**src/rtl/rv32i_mc_control_if.sv**
```systemverilog
// ---------------------------------------------------------------------------
// rv32i_mc_control_if
//   Bus bundle between the multi-cycle control unit and its surroundings:
//   the instruction fetch handshake, the two regfile read-port values and the
//   data-memory handshake.
//
//   imem_req   : fetch request, held until imem_valid      (master -> slave)
//   imem_addr  : fetch address, equals the current pc       (master -> slave)
//   imem_rdata : returned instruction word                  (slave  -> master)
//   imem_valid : instruction-return strobe                  (slave  -> master)
//   rs1_data   : regfile read port 0 value                  (slave  -> master)
//   rs2_data   : regfile read port 1 value                  (slave  -> master)
//   mem_re     : data memory read request                   (master -> slave)
//   mem_we     : data memory write request                  (master -> slave)
//   mem_ready  : data memory access complete                (slave  -> master)
// ---------------------------------------------------------------------------
interface rv32i_mc_control_if;
    logic        imem_req;
    logic [31:0] imem_addr;
    logic [31:0] imem_rdata;
    logic        imem_valid;
    logic [31:0] rs1_data;
    logic [31:0] rs2_data;
    logic        mem_re;
    logic        mem_we;
    logic        mem_ready;

    modport master (
        output imem_req, imem_addr, mem_re, mem_we,
        input  imem_rdata, imem_valid, rs1_data, rs2_data, mem_ready
    );

    modport slave (
        input  imem_req, imem_addr, mem_re, mem_we,
        output imem_rdata, imem_valid, rs1_data, rs2_data, mem_ready
    );
endinterface

```
**src/rtl/rv32i_mc_control.sv**
```systemverilog
// ---------------------------------------------------------------------------
// rv32i_mc_control
//   Multi-cycle RV32I control unit. Fetches one instruction at a time,
//   decodes it into a registered control word and walks the datapath through
//   EX0/EX1, an optional MEM phase and WB, then computes the next pc.
//
//   clk, rst   : clock and synchronous active-high reset
//   bus        : fetch / regfile-read / data-memory bundle (master side)
//   instType   : 0 load 1 imm 2 store 3 reg 4 lui 5 auipc 6 brnch 7 jalr 8 jal
//   fun3, fun7 : ir[14:12], ir[30]
//   rd/rs1/rs2 : register fields (rs1 forced to 0 for lui)
//   pc         : pc of the current instruction
//   imm        : sign-extended immediate of the current instruction
//   reg_we     : one-cycle regfile write enable in WB (rd != 0)
//   halted     : core stopped (illegal opcode or misaligned target)
//   instret    : retired-instruction counter
// ---------------------------------------------------------------------------
module rv32i_mc_control #(
    parameter logic [31:0] RESET_PC         = 32'h0000_0000,
    parameter bit          HALT_ON_MISALIGN = 1'b1
) (
    input  logic                      clk,
    input  logic                      rst,
    rv32i_mc_control_if.master        bus,
    output logic [3:0]                instType,
    output logic [2:0]                fun3,
    output logic                      fun7,
    output logic [4:0]                rd,
    output logic [4:0]                rs1,
    output logic [4:0]                rs2,
    output logic [31:0]               pc,
    output logic [31:0]               imm,
    output logic                      reg_we,
    output logic                      halted,
    output logic [31:0]               instret
);

    typedef enum logic [3:0] {
        IT_LOAD = 4'd0, IT_IMM = 4'd1, IT_STORE = 4'd2, IT_REG  = 4'd3,
        IT_LUI  = 4'd4, IT_AUIPC = 4'd5, IT_BRNCH = 4'd6, IT_JALR = 4'd7,
        IT_JAL  = 4'd8
    } itype_e;

    typedef enum logic [2:0] {
        S_FETCH, S_DECODE, S_EX0, S_EX1, S_MEM, S_WB, S_HALT
    } state_e;

    typedef struct packed {
        itype_e      itype;
        logic [2:0]  fun3;
        logic        fun7;
        logic [4:0]  rd;
        logic [4:0]  rs1;
        logic [4:0]  rs2;
        logic [31:0] imm;
    } ctl_t;

    // addi x0,x0,0
    localparam ctl_t CTL_NOP = '{itype: IT_IMM, fun3: 3'd0, fun7: 1'b0,
                                 rd: 5'd0, rs1: 5'd0, rs2: 5'd0, imm: 32'd0};

    state_e      state_q, state_d;
    logic [31:0] pc_q, pc_d;
    logic [31:0] instret_q, instret_d;
    logic [31:0] ir_q;
    ctl_t        ctl_q, ctl_d;
    logic        ir_load, ctl_load, retire;

    // ------------------------------------------------------------------
    // Decode of the latched instruction word
    // ------------------------------------------------------------------
    logic [31:0] i_imm, s_imm, b_imm, j_imm, u_imm;
    assign i_imm = {{20{ir_q[31]}}, ir_q[31:20]};
    assign s_imm = {{20{ir_q[31]}}, ir_q[31:25], ir_q[11:7]};
    assign b_imm = {{19{ir_q[31]}}, ir_q[31], ir_q[7], ir_q[30:25], ir_q[11:8], 1'b0};
    assign j_imm = {{11{ir_q[31]}}, ir_q[31], ir_q[19:12], ir_q[20], ir_q[30:21], 1'b0};
    assign u_imm = {ir_q[31:12], 12'b0};

    itype_e      dec_type;
    logic [31:0] dec_imm;
    logic        dec_legal;

    // NOTE: every signal written in an always_comb gets a default first, so
    // no path through the case statements can leave it holding a stale value
    // (which would infer a latch).
    always_comb begin
        dec_type  = IT_IMM;
        dec_imm   = 32'd0;
        dec_legal = 1'b1;
        case (ir_q[6:0])
            7'b0000011: begin dec_type = IT_LOAD;  dec_imm = i_imm; end
            7'b0010011: begin dec_type = IT_IMM;   dec_imm = i_imm; end
            7'b0100011: begin dec_type = IT_STORE; dec_imm = s_imm; end
            7'b0110011: begin dec_type = IT_REG;                    end
            7'b0110111: begin dec_type = IT_LUI;   dec_imm = u_imm; end
            7'b0010111: begin dec_type = IT_AUIPC; dec_imm = u_imm; end
            7'b1100011: begin
                dec_type = IT_BRNCH;
                dec_imm  = b_imm;
                // fun3 010/011 are unassigned branch encodings
                if (ir_q[14:13] == 2'b01) dec_legal = 1'b0;
            end
            7'b1100111: begin dec_type = IT_JALR;  dec_imm = i_imm; end
            7'b1101111: begin dec_type = IT_JAL;   dec_imm = j_imm; end
            default:    dec_legal = 1'b0;
        endcase
    end

    always_comb begin
        ctl_d.itype = dec_type;
        ctl_d.fun3  = ir_q[14:12];
        ctl_d.fun7  = ir_q[30];
        ctl_d.rd    = ir_q[11:7];
        // lui is executed as x0 + imm, so rs1 must read x0
        ctl_d.rs1   = (dec_type == IT_LUI) ? 5'd0 : ir_q[19:15];
        ctl_d.rs2   = ir_q[24:20];
        ctl_d.imm   = dec_imm;
    end

    // ------------------------------------------------------------------
    // Branch resolution and next-pc
    // ------------------------------------------------------------------
    logic        br_taken;
    logic [31:0] next_pc;
    logic        halt_mis;

    always_comb begin
        case (ctl_q.fun3)
            3'b000:  br_taken = (bus.rs1_data == bus.rs2_data);
            3'b001:  br_taken = (bus.rs1_data != bus.rs2_data);
            3'b100:  br_taken = ($signed(bus.rs1_data) <  $signed(bus.rs2_data));
            3'b101:  br_taken = ($signed(bus.rs1_data) >= $signed(bus.rs2_data));
            3'b110:  br_taken = (bus.rs1_data <  bus.rs2_data);
            3'b111:  br_taken = (bus.rs1_data >= bus.rs2_data);
            default: br_taken = 1'b0;
        endcase
    end

    // Only consumed in the retiring states, so it can depend on type alone.
    always_comb begin
        next_pc = pc_q + 32'd4;
        case (ctl_q.itype)
            IT_BRNCH: if (br_taken) next_pc = pc_q + ctl_q.imm;
            IT_JAL:   next_pc = pc_q + ctl_q.imm;
            IT_JALR:  next_pc = (bus.rs1_data + ctl_q.imm) & ~32'd1;
            default:  ;
        endcase
    end

    assign halt_mis = HALT_ON_MISALIGN && (next_pc[1:0] != 2'b00);

    // ------------------------------------------------------------------
    // Sequencer
    // ------------------------------------------------------------------
    always_comb begin
        state_d   = state_q;
        pc_d      = pc_q;
        instret_d = instret_q;
        ir_load   = 1'b0;
        ctl_load  = 1'b0;
        retire    = 1'b0;
        case (state_q)
            S_FETCH: begin
                if (bus.imem_valid) begin
                    ir_load = 1'b1;
                    state_d = S_DECODE;
                end
            end
            S_DECODE: begin
                if (dec_legal) begin
                    ctl_load = 1'b1;
                    state_d  = S_EX0;
                end else begin
                    state_d  = S_HALT;
                end
            end
            S_EX0: state_d = S_EX1;
            S_EX1: begin
                case (ctl_q.itype)
                    IT_BRNCH:          retire  = 1'b1;
                    IT_LOAD, IT_STORE: state_d = S_MEM;
                    default:           state_d = S_WB;
                endcase
            end
            S_MEM: begin
                if (bus.mem_ready) begin
                    if (ctl_q.itype == IT_LOAD) state_d = S_WB;
                    else                        retire  = 1'b1;
                end
            end
            S_WB:    retire = 1'b1;
            S_HALT:  ;
            default: state_d = S_HALT;
        endcase

        // Misaligned targets either stop the core without retiring or are
        // forced word-aligned; aligned targets pass through unchanged.
        if (retire) begin
            if (halt_mis) begin
                state_d = S_HALT;
            end else begin
                pc_d      = {next_pc[31:2], 2'b00};
                instret_d = instret_q + 32'd1;
                state_d   = S_FETCH;
            end
        end
    end

    // NOTE: sequential state uses non-blocking assignments so every register
    // samples the pre-edge value of every other register.
    always_ff @(posedge clk) begin
        if (rst) begin
            state_q   <= S_FETCH;
            pc_q      <= RESET_PC;
            instret_q <= 32'd0;
            ctl_q     <= CTL_NOP;
        end else begin
            state_q   <= state_d;
            pc_q      <= pc_d;
            instret_q <= instret_d;
            if (ctl_load) ctl_q <= ctl_d;
        end
    end

    // NOTE: ir is pure data, always written before it is decoded, so it
    // carries no reset.
    always_ff @(posedge clk) begin
        if (ir_load) ir_q <= bus.imem_rdata;
    end

    // ------------------------------------------------------------------
    // Outputs
    // ------------------------------------------------------------------
    // imem_req is masked by rst so the fetch port is quiet while held in reset.
    assign bus.imem_req  = (state_q == S_FETCH) && !rst;
    assign bus.imem_addr = pc_q;
    assign bus.mem_re    = (state_q == S_MEM) && (ctl_q.itype == IT_LOAD);
    assign bus.mem_we    = (state_q == S_MEM) && (ctl_q.itype == IT_STORE);

    assign instType = ctl_q.itype;
    assign fun3     = ctl_q.fun3;
    assign fun7     = ctl_q.fun7;
    assign rd       = ctl_q.rd;
    assign rs1      = ctl_q.rs1;
    assign rs2      = ctl_q.rs2;
    assign imm      = ctl_q.imm;
    assign pc       = pc_q;
    assign instret  = instret_q;
    assign halted   = (state_q == S_HALT);
    assign reg_we   = (state_q == S_WB) && (ctl_q.rd != 5'd0) && !halt_mis;

endmodule

```
**src/flat_wrapper.sv**
```systemverilog
// flat-port wrapper written by rule: the top's interface ports become plain ports
module rv32i_mc_control_flat 
#(
    parameter logic [31:0] RESET_PC         = 32'h0000_0000,
    parameter bit          HALT_ON_MISALIGN = 1'b1
)
  (clk, rst, instType, fun3, fun7, rd, rs1, rs2, pc, imm, reg_we, halted, instret, bus_imem_req, bus_imem_addr, bus_mem_re, bus_mem_we, bus_imem_rdata, bus_imem_valid, bus_rs1_data, bus_rs2_data, bus_mem_ready);
  rv32i_mc_control_if bus_i ();
  input  logic clk;
  input  logic rst;
  output logic [3:0] instType;
  output logic [2:0] fun3;
  output logic fun7;
  output logic [4:0] rd;
  output logic [4:0] rs1;
  output logic [4:0] rs2;
  output logic [31:0] pc;
  output logic [31:0] imm;
  output logic reg_we;
  output logic halted;
  output logic [31:0] instret;
  output wire logic [$bits(bus_i.imem_req)-1:0] bus_imem_req;
  output wire logic [$bits(bus_i.imem_addr)-1:0] bus_imem_addr;
  output wire logic [$bits(bus_i.mem_re)-1:0] bus_mem_re;
  output wire logic [$bits(bus_i.mem_we)-1:0] bus_mem_we;
  input wire logic [$bits(bus_i.imem_rdata)-1:0] bus_imem_rdata;
  input wire logic [$bits(bus_i.imem_valid)-1:0] bus_imem_valid;
  input wire logic [$bits(bus_i.rs1_data)-1:0] bus_rs1_data;
  input wire logic [$bits(bus_i.rs2_data)-1:0] bus_rs2_data;
  input wire logic [$bits(bus_i.mem_ready)-1:0] bus_mem_ready;
  assign bus_imem_req = bus_i.imem_req;
  assign bus_imem_addr = bus_i.imem_addr;
  assign bus_mem_re = bus_i.mem_re;
  assign bus_mem_we = bus_i.mem_we;
  assign bus_i.imem_rdata = bus_imem_rdata;
  assign bus_i.imem_valid = bus_imem_valid;
  assign bus_i.rs1_data = bus_rs1_data;
  assign bus_i.rs2_data = bus_rs2_data;
  assign bus_i.mem_ready = bus_mem_ready;
  rv32i_mc_control #(.RESET_PC(RESET_PC), .HALT_ON_MISALIGN(HALT_ON_MISALIGN)) u_core (.clk(clk), .rst(rst), .bus(bus_i), .instType(instType), .fun3(fun3), .fun7(fun7), .rd(rd), .rs1(rs1), .rs2(rs2), .pc(pc), .imm(imm), .reg_we(reg_we), .halted(halted), .instret(instret));
endmodule
```
**config.mk**
```make
export PLATFORM = sky130hd
export DESIGN_NAME = rv32i_mc_control_flat
export DESIGN_NICKNAME = d
export VERILOG_FILES = /design/src/rtl/rv32i_mc_control_if.sv /design/src/rtl/rv32i_mc_control.sv /design/src/flat_wrapper.sv
export SDC_FILE = /design/constraint.sdc
export NUM_CORES = 1
export LEC_CHECK = 0
export ABC_CLOCK_PERIOD_IN_PS = 4400
export CAP_MARGIN = 20
export CELL_PAD_IN_SITES_DETAIL_PLACEMENT = 0
export CELL_PAD_IN_SITES_GLOBAL_PLACEMENT = 2
export CORE_ASPECT_RATIO = 1.5
export CORE_MARGIN = 4
export CORE_UTILIZATION = 34
export DETAILED_ROUTE_END_ITERATION = 6
export DONT_BUFFER_PORTS = 1
export PLACE_DENSITY = 0.78
export SLEW_MARGIN = 20
export SYNTH_ARGS = -nofsm -noshare
export SYNTH_HDL_FRONTEND = slang
export SYNTH_SLANG_ARGS = --single-unit
```
**constraint.sdc**
```tcl
create_clock -name clk -period 4.4 [get_ports clk]
set_input_delay 0 -clock clk [delete_from_list [all_inputs] [get_ports clk]]
set_output_delay 0 -clock clk [all_outputs]
set_load 0.02 [all_outputs]
```
# Word level (Yosys, flattened, before mapping)
# Cells that the tools add are included.
word_totals:
  word_cells: 96
  inputBits: 100
  out_inout_bits: 156
  regBits: 152
classes:
  n_bitwise: 1
  n_mux: 24
  eq_ne: 33
  reduce_logical: 19
  addsub: 4
  magnitude_cmp: 4
ops:
  columns: ["operator", "n"]
  rows:
  - ["$pmux W32 S5", 1]
  - ["$pmux W32 S3", 1]
  - ["$add A32 B32 Y32", 2]
  - ["$ge A32 B32 Y1", 2]
  - ["$lt A32 B32 Y1", 2]
  - ["$add A32 B1 Y32 const B", 1]
  - ["$add A32 B3 Y32 const B", 1]
  - ["$eq A32 B32 Y1", 1]
  - ["$mux W32", 1]
  - ["$ne A32 B32 Y1", 1]
  - ["$pmux W4 S8", 1]
  - ["$eq A3 B3 Y1 const B", 7]
  - ["$eq A7 B6 Y1 const B", 3]
  - ["$eq A7 B7 Y1 const B", 3]
  - ["$mux W3", 6]
  - ["$pmux W3 S6", 1]
  - ["$eq A7 B5 Y1 const B", 2]
  - ["$eq A4 B3 Y1 const B", 3]
  - ["$ne A3 B2 Y1 const B", 3]
  - ["$mux W1", 8]
  - ["$reduce_or A8 Y1", 1]
  - ["$eq A7 B2 Y1 const B", 1]
  - ["$eq A3 B1 Y1 const B", 2]
  - ["$eq A3 B2 Y1 const B", 2]
  - ["21 further kinds", 29]

# Logic depth before layout (Yosys ltp)
logic_depth:
  ltp_word: 7
  ltp_mapped: 15
  mapped_depth_nobuf: 12

# Worst setup path after synthesis
# OpenSTA, ideal clock, no wires.
synth_path:
  path_type: "reg-to-reg"
  from: "register u_core.state_q[0]"
  to: "register u_core.ir_q[0] (enable)"
  t_arrival_ns: 3.944
  path_buffers: 1
  path_stages_with_launch: 3
  slack_ns: -0.057
  setup_ns: 0.513
  required_time_ns: 3.887
  period_less_slack_ns: 4.457
  cell_sequence: "dfxtp_1 clkbuf_1 nor4b_1"
synth_via:
  elab_chain_cells: 2
synth_lines:
  columns: ["item", "line_no", "source"]
  rows:
  - ["start, declared", "rv32i_mc_control.sv:62", "state_e state_q, state_d;"]
  - ["start signal, assigned", "rv32i_mc_control.sv:218", "state_q <= state_d;"]
  - ["$logic_not A3 Y1", "rv32i_mc_control.sv:162", "case (state_q)"]
  - ["$mux W1", "rv32i_mc_control.sv:162", null]
  - ["net u_core.ir_load", "rv32i_mc_control.sv:67", "logic ir_load, ctl_load, retire;"]
  - ["end signal, assigned", "rv32i_mc_control.sv:228", "if (ir_load) ir_q <= bus.imem_rdata;"]
  - ["end, declared", "rv32i_mc_control.sv:65", "logic [31:0] ir_q;"]
# The timed path passes the listed nets, and every way through them passes these cells.
# A chain may end at the register's enable or synchronous reset.

# Worst setup path in the final report
layout_path:
  from: "register u_core.pc_q[2], in the netlist u_core.bus.imem_addr[2]"
  to: "register u_core.pc_q[30], in the netlist u_core.bus.imem_addr[30]"
layout_via:
  elab_chain_cells: 3
  word_cells_on_any_way: 4
  classes_between: "add/sub: 2; mux: 2"
layout_lines:
  columns: ["item", "line_no", "source"]
  rows:
  - ["start, declared", "rv32i_mc_control.sv:63", "logic [31:0] pc_q, pc_d;"]
  - ["start signal, assigned", "rv32i_mc_control.sv:219", "pc_q <= pc_d;"]
  - ["$add A32 B3 Y32 / $add A32 B32 Y32 (equally long branches)", "rv32i_mc_control.sv:141, rv32i_mc_control.sv:143, rv32i_mc_control.sv:144", null]
  - ["$mux W32", "rv32i_mc_control.sv:143", "IT_BRNCH: if (br_taken) next_pc = pc_q + ctl_q.imm;"]
  - ["$pmux W32 S3 (*)", "rv32i_mc_control.sv:142", "case (ctl_q.itype)"]
# Mark *: on every way between the ends. The rest lies on a longest branch, timed or not.

==> flow_summary.json <==
{
  "cpMostUsedCell": "sky130_fd_sc_hd__o41ai_1",
  "route.final.wire_length_um": 41410,
  "r2r_setup_slack_ns": 0.42,
  "floorplan.die.width_um": 157.6,
  "cp_max_fo": 5,
  "timing.final.max_slew_violations": 0,
  "antenna_found_initial": 1,
  "grt_pass1_vias": 10538,
  "syn_avg_cell_area_um2": 8.029,
  "dr.pass1.iters": 5,
  "num_rows": 81,
  "postLayoutSetupSlackWorst_ns": 0.4191,
  "htree_num_levels": 4,
  "cts_tree": "built",
  "post_cts.resized_instances": 0,
  "fin_crit_sh": 0.9048,
  "status": "finished with violations",
  "setup_tns_ns": 0,
  "place_worst_setup_slack_ns": 0.4422,
  "violations": "hold timing",
  "synthDistinctLibCells": 83,
  "layout.filler_cells": 3468,
  "synth-async-reset-ratio": 0,
  "grt_remaining_overflow": 0,
  "cts_post_setup_buffers_inserted": 0,
  "multi_input_area_um2": 7301,
  "clockRootBuffer": "sky130_fd_sc_hd__clkbuf_16",
  "core_um2": 32840,
  "critical-path-max-stage-delay_ns": 0.52,
  "powerDensity_nw_per_um2": 326.3,
  "gp_routability_congestion": 0.9056,
  "cts-buffers-inserted": 17,
  "start_kind": "flip-flop",
  "grt_setup_unrepaired": "false",
  "place_hpwl_um": 31670,
  "path_class": "flip-flop to flip-flop",
  "start_util": 0.3475,
  "yosys_warnings": 0,
  "insertion_delay_ns": 0.44,
  "first_pass_grt_wire_length_um": 62010,
  "cp-end-kind": "flip-flop",
  "dr.first_iter.drc_count": 621,
  "die_area_um2": 36610,
  "post_synth_inst_count": 1421,
  "sequential_cell_area_um2": 3363,
  "predominant_post_synthesis_flop_cell": "sky130_fd_sc_hd__dfxtp_1",
  "grt_max_degree": 133,
  "finClkSkew_ns": 0.01032,
  "power.leakage_nw": 5.090,
  "tightest_slew_ns": 0.9634,
  "syn2layout_area_growth_pct": 12.34,
  "groute.usage.overall": 0.2221,
  "ir_worst_vdd_mv": 0.3285,
  "drc_errors": 0,
  "timing.critical_path.cells": "ha_1 > fa_1 > a21o_1 > a221oi_1 > o21ai_1 > a21oi_1 > o41ai_1 > a221o_1 > o41ai_2 > mux2i_1 > o41ai_1 > a211oi_2",
  "final_nets": 1632,
  "cts.hold.buffers_added": 37,
  "die_height_um": 232.4,
  "worstPathArrival_ns": 4.28,
  "n_antenna_cell": 0,
  "ios": 256,
  "syn_area_um2": 11410,
  "maxCapViolCount": 0,
  "final.min_clock_period_ns": 3.981,
  "worst_ep_required_time_ns": 4.70,
  "cts.path.max_buffers": 2,
  "final_common_cell": "sky130_fd_sc_hd__a21oi_1",
  "timing.max_slew.rel_slack": 0.3518,
  "ys_ff_latch": 152,
  "finalHoldWorstSlack_ns": -0.001068,
  "drt-wirelength-per-cell_um": 22.20,
  "final-setup-viol-count": 0,
  "synth.yosys.seq_area_share": 0.2948,
  "crit_path_top_delay_cell": "sky130_fd_sc_hd__a221oi_1",
  "io_buffers": 0,
  "cts.sink_count": 152,
  "final-hold-violation-count": 1,
  "fmax_ghz": 0.2512,
  "route.detailed.vias_per_inst": 5.767,
  "routed-via-count": 10755,
  "cts.reportedPaths.clkPinSlew_ns": 0.07,
  "hp-class": "input port to flip-flop",
  "detail-route-antenna-nets": 0,
  "most-common-layout-cells": "sky130_fd_sc_hd__a21oi_1 (159), sky130_fd_sc_hd__nor2_1 (133), sky130_fd_sc_hd__nand2_1 (127)",
  "synth_edf_count": 32,
  "layout_cell_share_with_drive_strength_beyond_1": 0.08552
}
[registers in the layout (all words and copies together) (netlist names)]
signal and flops:
u_core.state_q 3, u_core.imm 32, u_core.ir_q 32, u_core.instType 4
u_core.instret 32, u_core.fun7 1, u_core.rs2 5, u_core.fun3 3
u_core.bus.imem_addr 30, u_core.rd 5, u_core.rs1 5
[worst paths after layout]
check | start | to | cells past startpoint
worst max-delay path | u_core.bus.imem_addr[2]$_SDFFE_PP0P_ | u_core.bus.imem_addr[30]$_SDFFE_PP0P_ | 12
worst min-delay path | rst | u_core.instret[28]$_SDFFE_PP0P_ | 2
worst max register to register | u_core.bus.imem_addr[2]$_SDFFE_PP0P_ | u_core.bus.imem_addr[30]$_SDFFE_PP0P_ | 12
worst min register to register | u_core.bus.imem_addr[2]$_SDFFE_PP0P_ | u_core.bus.imem_addr[2]$_SDFFE_PP0P_ | 2
[layer usage]
metal  routed length (µm)  vias to the layer above  share of wire  track usage
met5                   20                        -        0.00048            0
met4                 2019                        2          0.049       0.1063
met3                 2617                       81          0.063      0.05053
met2                20670                      373           0.50       0.3892
met1                16080                     5068           0.39       0.2521
li1                     -                     5231              -            -
[cells by family after synthesis]
group           after synthesis  share of synthesized area
flops                       152                     0.2948
simple gates                510                     0.2215
compound gates              409                     0.2383
mux                          20                    0.01875
fa+ha+maj                    95                     0.1055
xor+xnor                     67                    0.05143
other cells                   1                  0.0003287
buf+inv                     167                    0.06941
[worst max-delay path: cells and delay by family, from the launching register on]
family / cells / cell delay (ns)
flip-flops: 1 / 0.34
adder cells (fa/ha/maj): 2 / 0.65
multiplexers: 1 / 0.13
AO/OA/AOI/OAI: 9 / 2.73
[stage by stage]
step	cell area (µm²)	instances	hold WS, ns	total power, mW	util
after detailed placement	11860	1796	0.08973	2.703	0.3613
after global placement	11860	1796	0.08809	2.697	0.3613
after global routing	12820	1865	0.04188	4.392	0.3903
after CTS	12820	1865	0.004476	4.220	0.3903
final	12820	1865	-0.001068	4.182	0.3903
after floorplan	11430	1424	0.09887	2.482	-
[synthesized netlist by cell type (5+ instances only)]
library cell	instances	area (µm²)
sky130_fd_sc_hd__o21a_1	13	97.59
sky130_fd_sc_hd__nand3_1	47	235.2
sky130_fd_sc_hd__o31ai_1	14	105.1
sky130_fd_sc_hd__buf_2	9	45.04
sky130_fd_sc_hd__mux2i_1	9	90.09
sky130_fd_sc_hd__a311oi_1	6	52.55
sky130_fd_sc_hd__o211ai_1	6	45.04
sky130_fd_sc_hd__and3_1	18	112.6
sky130_fd_sc_hd__buf_4	35	262.8
sky130_fd_sc_hd__o32ai_1	15	131.4
sky130_fd_sc_hd__nor4_1	6	37.54
sky130_fd_sc_hd__xnor2_1	42	367.9
sky130_fd_sc_hd__a31oi_1	14	87.58
sky130_fd_sc_hd__and2_1	6	37.54
sky130_fd_sc_hd__dfxtp_1	120	2402
sky130_fd_sc_hd__edfxtp_1	32	960.9
sky130_fd_sc_hd__inv_1	66	247.7
sky130_fd_sc_hd__nor3b_1	6	45.04
sky130_fd_sc_hd__mux2_1	11	123.9
sky130_fd_sc_hd__nor2_1	133	499.2
sky130_fd_sc_hd__a211oi_1	27	202.7
sky130_fd_sc_hd__or4_1	15	112.6
sky130_fd_sc_hd__a221oi_1	22	192.7
sky130_fd_sc_hd__a21o_1	26	195.2
sky130_fd_sc_hd__nand2_1	127	476.7
sky130_fd_sc_hd__or2_2	8	50.05
sky130_fd_sc_hd__o21ai_0	30	150.1
sky130_fd_sc_hd__or3_1	12	75.07
sky130_fd_sc_hd__a22oi_1	5	37.54
sky130_fd_sc_hd__ha_1	93	1164
sky130_fd_sc_hd__xor2_1	25	219.0
sky130_fd_sc_hd__nand4_1	22	137.6
sky130_fd_sc_hd__o21ai_1	17	85.08
sky130_fd_sc_hd__nor2b_1	24	150.1
sky130_fd_sc_hd__clkbuf_1	51	191.4
sky130_fd_sc_hd__a21oi_1	159	795.8
sky130_fd_sc_hd__nand2b_1	13	81.33
sky130_fd_sc_hd__nor3_1	49	245.2
sky130_fd_sc_hd__and4_1	5	43.79
sky130_fd_sc_hd__o21bai_1	10	75.07
[final cells by class]
type,instances,area share
multi-input combinational,1105,0.5696
sequential,152,0.2624
timing repair buffer,94,0.06365
tap,415,0.04051
clock buffer,17,0.03319
inverter,67,0.01962
clock inverter,15,0.01103
[power by group]
group	total [mW]	switching (mW)	internal, mW
registers	1.84	0.264	1.58
logic	0.879	0.541	0.338
clock network	1.46	0.669	0.791
Power figures use the tool's default switching activity.
